**config.mk**
```make
export PLATFORM = sky130hd
export DESIGN_NAME = copter_cmd_responder
export DESIGN_NICKNAME = d
export VERILOG_FILES = /design/src/rtl/copter_cmd_responder.sv
export SDC_FILE = /design/constraint.sdc
export NUM_CORES = 1
export LEC_CHECK = 0
export ABC_AREA = 1
export BUFFER_PORTS_ARGS = -buffer_cell sky130_fd_sc_hd__buf_4
export CORE_MARGIN = 2
export CORE_UTILIZATION = 54
export CTS_CLUSTER_SIZE = 30
export DETAILED_ROUTE_END_ITERATION = 10
export PLACE_DENSITY = 0.8
export REMOVE_ABC_BUFFERS = 1
export SYNTH_ARGS = -nofsm -noshare
export SYNTH_HDL_FRONTEND = slang
export SYNTH_SLANG_ARGS = --single-unit
```
**constraint.sdc**
```tcl
create_clock -name clk -period 3.03 [get_ports clk]
set_input_delay 0.303 -clock clk [delete_from_list [all_inputs] [get_ports clk]]
set_output_delay 0.303 -clock clk [all_outputs]
set_load 0.02 [all_outputs]
```
**src/rtl/copter_cmd_responder.sv**
```systemverilog
// copter_cmd_responder: UART 8N1 receiver for 3-byte cmd frames and a 1-byte response transmitter.
// Define FRAME_TIMEOUT_EN to abandon partial frames after about 12 idle byte-times.
module copter_cmd_responder #(
  parameter int BAUD_DIV = 2604,
  parameter int FRAME_BYTES = 3
) (
  input  logic                           clk,
  input  logic                           rst,
  input  logic                           RX,
  output logic                           TX,
  output logic [7:0]                     cmd,
  output logic [8*(FRAME_BYTES-1)-1:0]   data,
  output logic                           cmd_rdy,
  input  logic                           clr_cmd_rdy,
  input  logic [7:0]                     resp,
  input  logic                           send_resp,
  output logic                           resp_sent,
  output logic                           tx_busy,
  output logic                           frame_err
);
  localparam int BW = $clog2(BAUD_DIV);
  localparam logic [BW-1:0] FULL = BW'(BAUD_DIV - 1);
  localparam logic [BW-1:0] HALF = BW'(BAUD_DIV / 2 - 1);
  typedef enum logic [1:0] {S_IDLE, S_START, S_DATA, S_STOP} ser_t;
  typedef enum logic [1:0] {WAIT_CMD, WAIT_HI, WAIT_LO} asm_t;
  ser_t rs, ts;
  asm_t as;
  logic rx_s1, rx_s2, rx_prev;
  logic [BW-1:0] rcnt, tcnt;
  logic [3:0] rbits, tbits;
  logic [7:0] rsh, tsh, sh_cmd, sh_hi;
  logic stop_smp, byte_ok, byte_bad, to_hit;
  assign stop_smp = rs == S_STOP && rcnt == '0;
  assign byte_ok = stop_smp && rx_s2;
  assign byte_bad = stop_smp && !rx_s2;
  always_ff @(posedge clk or posedge rst) begin
    if (rst) begin
      {rx_s1, rx_s2, rx_prev} <= 3'b111;
      rs <= S_IDLE;
      rcnt <= '0;
      rbits <= '0;
      rsh <= '0;
    end else begin
      rx_s1 <= RX;
      rx_s2 <= rx_s1;
      rx_prev <= rx_s2;
      case (rs)
        S_IDLE: if (rx_prev && !rx_s2) begin
          rs <= S_START;
          rcnt <= HALF;
        end
        S_START: if (rcnt != '0) rcnt <= rcnt - 1'b1;
        else if (rx_s2) rs <= S_IDLE;
        else begin
          rs <= S_DATA;
          rcnt <= FULL;
          rbits <= '0;
        end
        S_DATA: if (rcnt != '0) rcnt <= rcnt - 1'b1;
        else begin
          rsh <= {rx_s2, rsh[7:1]};
          rcnt <= FULL;
          if (rbits == 4'd7) rs <= S_STOP;
          else rbits <= rbits + 1'b1;
        end
        default: if (rcnt != '0) rcnt <= rcnt - 1'b1;
        else rs <= S_IDLE;
      endcase
    end
  end
  // completion is evaluated before the clear so a coincident clr_cmd_rdy loses
  always_ff @(posedge clk or posedge rst) begin
    if (rst) begin
      as <= WAIT_CMD;
      {sh_cmd, sh_hi, cmd} <= '0;
      data <= '0;
      cmd_rdy <= 1'b0;
      frame_err <= 1'b0;
    end else begin
      frame_err <= byte_bad | to_hit;
      cmd_rdy <= (byte_ok && as == WAIT_LO) | (cmd_rdy & ~clr_cmd_rdy);
      if (byte_bad || to_hit) begin
        as <= WAIT_CMD;
        sh_cmd <= '0;
        sh_hi <= '0;
      end else if (byte_ok) begin
        case (as)
          WAIT_CMD: begin
            sh_cmd <= rsh;
            as <= WAIT_HI;
          end
          WAIT_HI: begin
            sh_hi <= rsh;
            as <= WAIT_LO;
          end
          default: begin
            cmd <= sh_cmd;
            data <= {sh_hi, rsh};
            as <= WAIT_CMD;
          end
        endcase
      end
    end
  end
`ifdef FRAME_TIMEOUT_EN
  localparam logic [19:0] TO_LAST = 20'(12 * 10 * BAUD_DIV - 1);
  logic [19:0] idle_cnt;
  assign to_hit = as != WAIT_CMD && !byte_ok && idle_cnt == TO_LAST;
  always_ff @(posedge clk or posedge rst) begin
    if (rst) idle_cnt <= '0;
    else idle_cnt <= (as == WAIT_CMD || byte_ok || to_hit) ? '0 : idle_cnt + 1'b1;
  end
`else
  assign to_hit = 1'b0;
`endif
  always_ff @(posedge clk or posedge rst) begin
    if (rst) begin
      ts <= S_IDLE;
      TX <= 1'b1;
      tx_busy <= 1'b0;
      resp_sent <= 1'b0;
      tcnt <= '0;
      tbits <= '0;
      tsh <= '0;
    end else begin
      resp_sent <= 1'b0;
      case (ts)
        S_IDLE: if (send_resp) begin
          tsh <= resp;
          TX <= 1'b0;
          tx_busy <= 1'b1;
          tcnt <= FULL;
          ts <= S_START;
        end
        S_START: if (tcnt != '0) tcnt <= tcnt - 1'b1;
        else begin
          TX <= tsh[0];
          tsh <= {1'b1, tsh[7:1]};
          tcnt <= FULL;
          tbits <= '0;
          ts <= S_DATA;
        end
        S_DATA: if (tcnt != '0) tcnt <= tcnt - 1'b1;
        else begin
          tcnt <= FULL;
          if (tbits == 4'd7) begin
            TX <= 1'b1;
            ts <= S_STOP;
          end else begin
            TX <= tsh[0];
            tsh <= {1'b1, tsh[7:1]};
            tbits <= tbits + 1'b1;
          end
        end
        default: if (tcnt != '0) tcnt <= tcnt - 1'b1;
        else begin
          resp_sent <= 1'b1;
          tx_busy <= 1'b0;
          ts <= S_IDLE;
        end
      endcase
    end
  end
endmodule

```
==> impl_metrics.env <==
export IMPL_critPathSlowestCell="nand4_4"
export IMPL_hpwlAfterDp_um=7450
export IMPL_num_nets_final=697
export IMPL_initial_utilization_pct=55.6
export IMPL_ys_seq_area_share_pct=50.0
export IMPL_dieHeight_um=101
export IMPL_first_pass_iters=5
export IMPL_status="finished, final reports clean"
export IMPL_cts_tree="yes"
export IMPL_hp_class="in -> async"
export IMPL_crit_fanout=49
export IMPL_rsz0062_at_grt="no"
export IMPL_antenna_found_initial=0
export IMPL_htreeDepth=3
export IMPL_track_usage_pct=21.9
export IMPL_wl_um=10400
export IMPL_irDropWorstVdd_uv=471
export IMPL_setup_viol=0
export IMPL_fmax_mhz=460
export IMPL_postCtsSetupBuffers=0
export IMPL_criticalPathCategory="reg -> reg"
export IMPL_wl_per_cell_um=13.2
export IMPL_synth_area_per_cell_um2=8.19
export IMPL_rows=35
export IMPL_whs_ns=0.0374
export IMPL_required_ns=3.30
export IMPL_vias=4154
export IMPL_die_w_um=101
export IMPL_path_clk_slew_ns=0.11
export IMPL_grt_pass1_vias=3999
export IMPL_cap_violations=0
export IMPL_place_port_buffers=41
export IMPL_final_antenna_net_count=0
export IMPL_gp_congestion=0.884
export IMPL_syn_area_um2=5110
export IMPL_p_leak_nw=2.88
export IMPL_synth_cell_types=35
export IMPL_p_total_w=0.00463
export IMPL_post_route_min_period_ns=2.17
export IMPL_worst_pin_slew_ns=0.709
export IMPL_antenna_cells=0
export IMPL_clock_latency_ns=0.37
export IMPL_ys_ff_latch=102
export IMPL_grt_overflow_total=0
export IMPL_io_pins=42
export IMPL_cts_resized=0
export IMPL_timing_final_ws_setup_ns=0.855
export IMPL_crit_arrival_ns=2.45
export IMPL_slew_violations=0
export IMPL_slew_headroom_pct=52.7
export IMPL_synth_cells=624
export IMPL_cp_start_kind="flop"
export IMPL_crit_path_max_incr_delay_ns=0.46
export IMPL_timing_final_crit_share_pct=71.8
export IMPL_route_detailed_drc=0
export IMPL_grt_pass1_wl_um=18200
export IMPL_final_hold_viol_count=0
export IMPL_viasPerCell=5.28
export IMPL_grt_max_degree=57
export IMPL_clock_sinks=102
export IMPL_coreArea_um2=9200
export IMPL_endpoint_kind="flop"
export IMPL_p_per_area_nw_per_um2=810
export IMPL_synth_yosys_warnings=0
export IMPL_drtIter0Drc=179
export IMPL_critPathBufInv=2
export IMPL_fin_setup_tns_ns=0
export IMPL_path_cells="inv_1 -> ha_1 -> nand2_1 -> nor2_4 -> nand3b_4 -> inv_2 -> nand4_4 -> o21ai_0"
export IMPL_area_delta_synth_final_pct=11.7
export IMPL_dieArea_um2=10300
export IMPL_drive_gt1_share_pct=14.5
export IMPL_cts_buffer_depth=2
export IMPL_cp_top_family="simple AND/OR/NAND/NOR gates"
export IMPL_hold_buffers=0
export IMPL_cts_root_buffer="clkbuf_8"
export IMPL_finClkSkew_ns=0.0176
export IMPL_cts_buffers=9
export IMPL_post_place_ws_ns=0.860
==> power by group <==
group	switching [W]	internal (W)	total (W)
registers	0.000186	0.00161	0.00180
logic	0.00132	0.000671	0.00199
clock network	0.000512	0.000323	0.000835
==> synthesized netlist by cell type <==
cell type | count | share of area (%)
nand2_1 | 171 | 13
dfrtp_1 | 98 | 48
inv_1 | 83 | 6.1
nor2_1 | 60 | 4.4
o21ai_0 | 60 | 5.9
nand3_1 | 23 | 2.3
o21ai_1 | 23 | 2.3
ha_1 | 14 | 3.4
a21oi_1 | 11 | 1.1
nand2_2 | 8 | 0.98
mux2i_1 | 7 | 1.4
nand4_1 | 7 | 0.86
xor2_1 | 7 | 1.2
nor3_1 | 6 | 0.59
inv_2 | 5 | 0.37
o21ai_2 | 5 | 0.86
buf_2 | 4 | 0.39
buf_6 | 4 | 0.88
dfstp_2 | 4 | 2.1
nor2_2 | 4 | 0.49
nand2_4 | 2 | 0.44
nand3_2 | 2 | 0.39
nand4_4 | 2 | 0.83
o211ai_1 | 2 | 0.29
or2_2 | 2 | 0.24
a21boi_0 | 1 | 0.15
clkbuf_1 | 1 | 0.073
clkbuf_2 | 1 | 0.098
nand3b_1 | 1 | 0.15
nand3b_4 | 1 | 0.39
nor2_4 | 1 | 0.22
nor3_4 | 1 | 0.32
o21a_1 | 1 | 0.15
o22ai_1 | 1 | 0.12
xnor2_1 | 1 | 0.17
==> area by class of cell <==
type | instances | area, um2
tap | 111 | 139
clock buffer | 9 | 124
multi-input combinational | 424 | 2150
sequential | 102 | 2560
fill | 803 | 3490
timing repair buffer | 45 | 340
inverter | 88 | 333
clock inverter | 7 | 63.8
==> registers in the layout, summed over array words and instances, names as in the netlist, 8 cells and up <==
register	cells
rcnt	12
rsh	8
data	16
sh_cmd	8
cmd	8
tsh	8
tcnt	12
sh_hi	8
==> worst register-to-register path, delay by kind of cell (launching register included) <==
kind	cells	cell delay, ns
flip-flops	1	0.41
buffers and inverters	2	0.20
adder cells (fa/ha/maj)	1	0.18
AND/OR/NAND/NOR	4	0.88
AO/OA/AOI/OAI	1	0.40
==> final timing paths <==
kind	startpoint	end	slack [ns]	depth (start not counted)
setup / recovery	rcnt[0]	data[9]	0.86	8
hold / removal	rst	tcnt[8]	0.04	2
setup reg to reg	rcnt[0]	data[9]	0.86	8
hold reg to reg	rx_s1	rx_s2	0.36	0
max in group asynchronous	rst	cmd[0]	2.15	3
min in group clk	clr_cmd_rdy	cmd_rdy	0.10	2
==> cells by family (layout without fill, tap and decap cells) <==
| family | after synthesis | count (layout) | share of synthesized area (%) |
|---|---|---|---|
| AO/OA/AOI/OAI | 104 | 104 | 10.8 |
| XOR/XNOR | 8 | 8 | 1.37 |
| adder cells (fa/ha/maj) | 14 | 14 | 3.43 |
| buffers and inverters | 98 | 149 | 7.91 |
| flip-flops | 102 | 102 | 50.0 |
| multiplexers | 7 | 7 | 1.37 |
| AND/OR/NAND/NOR | 291 | 291 | 25.1 |
==> layer usage <==
| layer | GRT usage (%) | vias up | part of all wire (%) |
|---|---|---|---|
| met1 | 28.3 | 2001 | 44 |
| met2 | 38.3 | 84 | 52 |
| met5 | 0 | - | 0 |
| met4 | 4.47 | 0 | 0.33 |
| li1 | - | 2067 | - |
| met3 | 4.76 | 2 | 3.7 |
==> placed cells by master (no fill, tap or decap), drive strengths merged, types with 2 or more instances in the layout <==
cell type and instances:
a21oi 11, buf 44, clkbuf 9, clkinv 2, dfrtp 98, dfstp 4, ha 14, inv 93
mux2i 7, nand2 181, nand3 25, nand3b 2, nand4 9, nor2 65, nor3 7, o211ai 2
o21ai 88, or2 2, xor2 7
==> per-stage QoR <==
step	util, %	cells	area (um2)
floorplan	-	614	5040
global placement	59.9	769	5510
detailed placement	59.9	769	5510
CTS	61.9	785	5700
global route	62.1	786	5710
finish	62.1	786	5710
(Power assumes the default switching activity.)
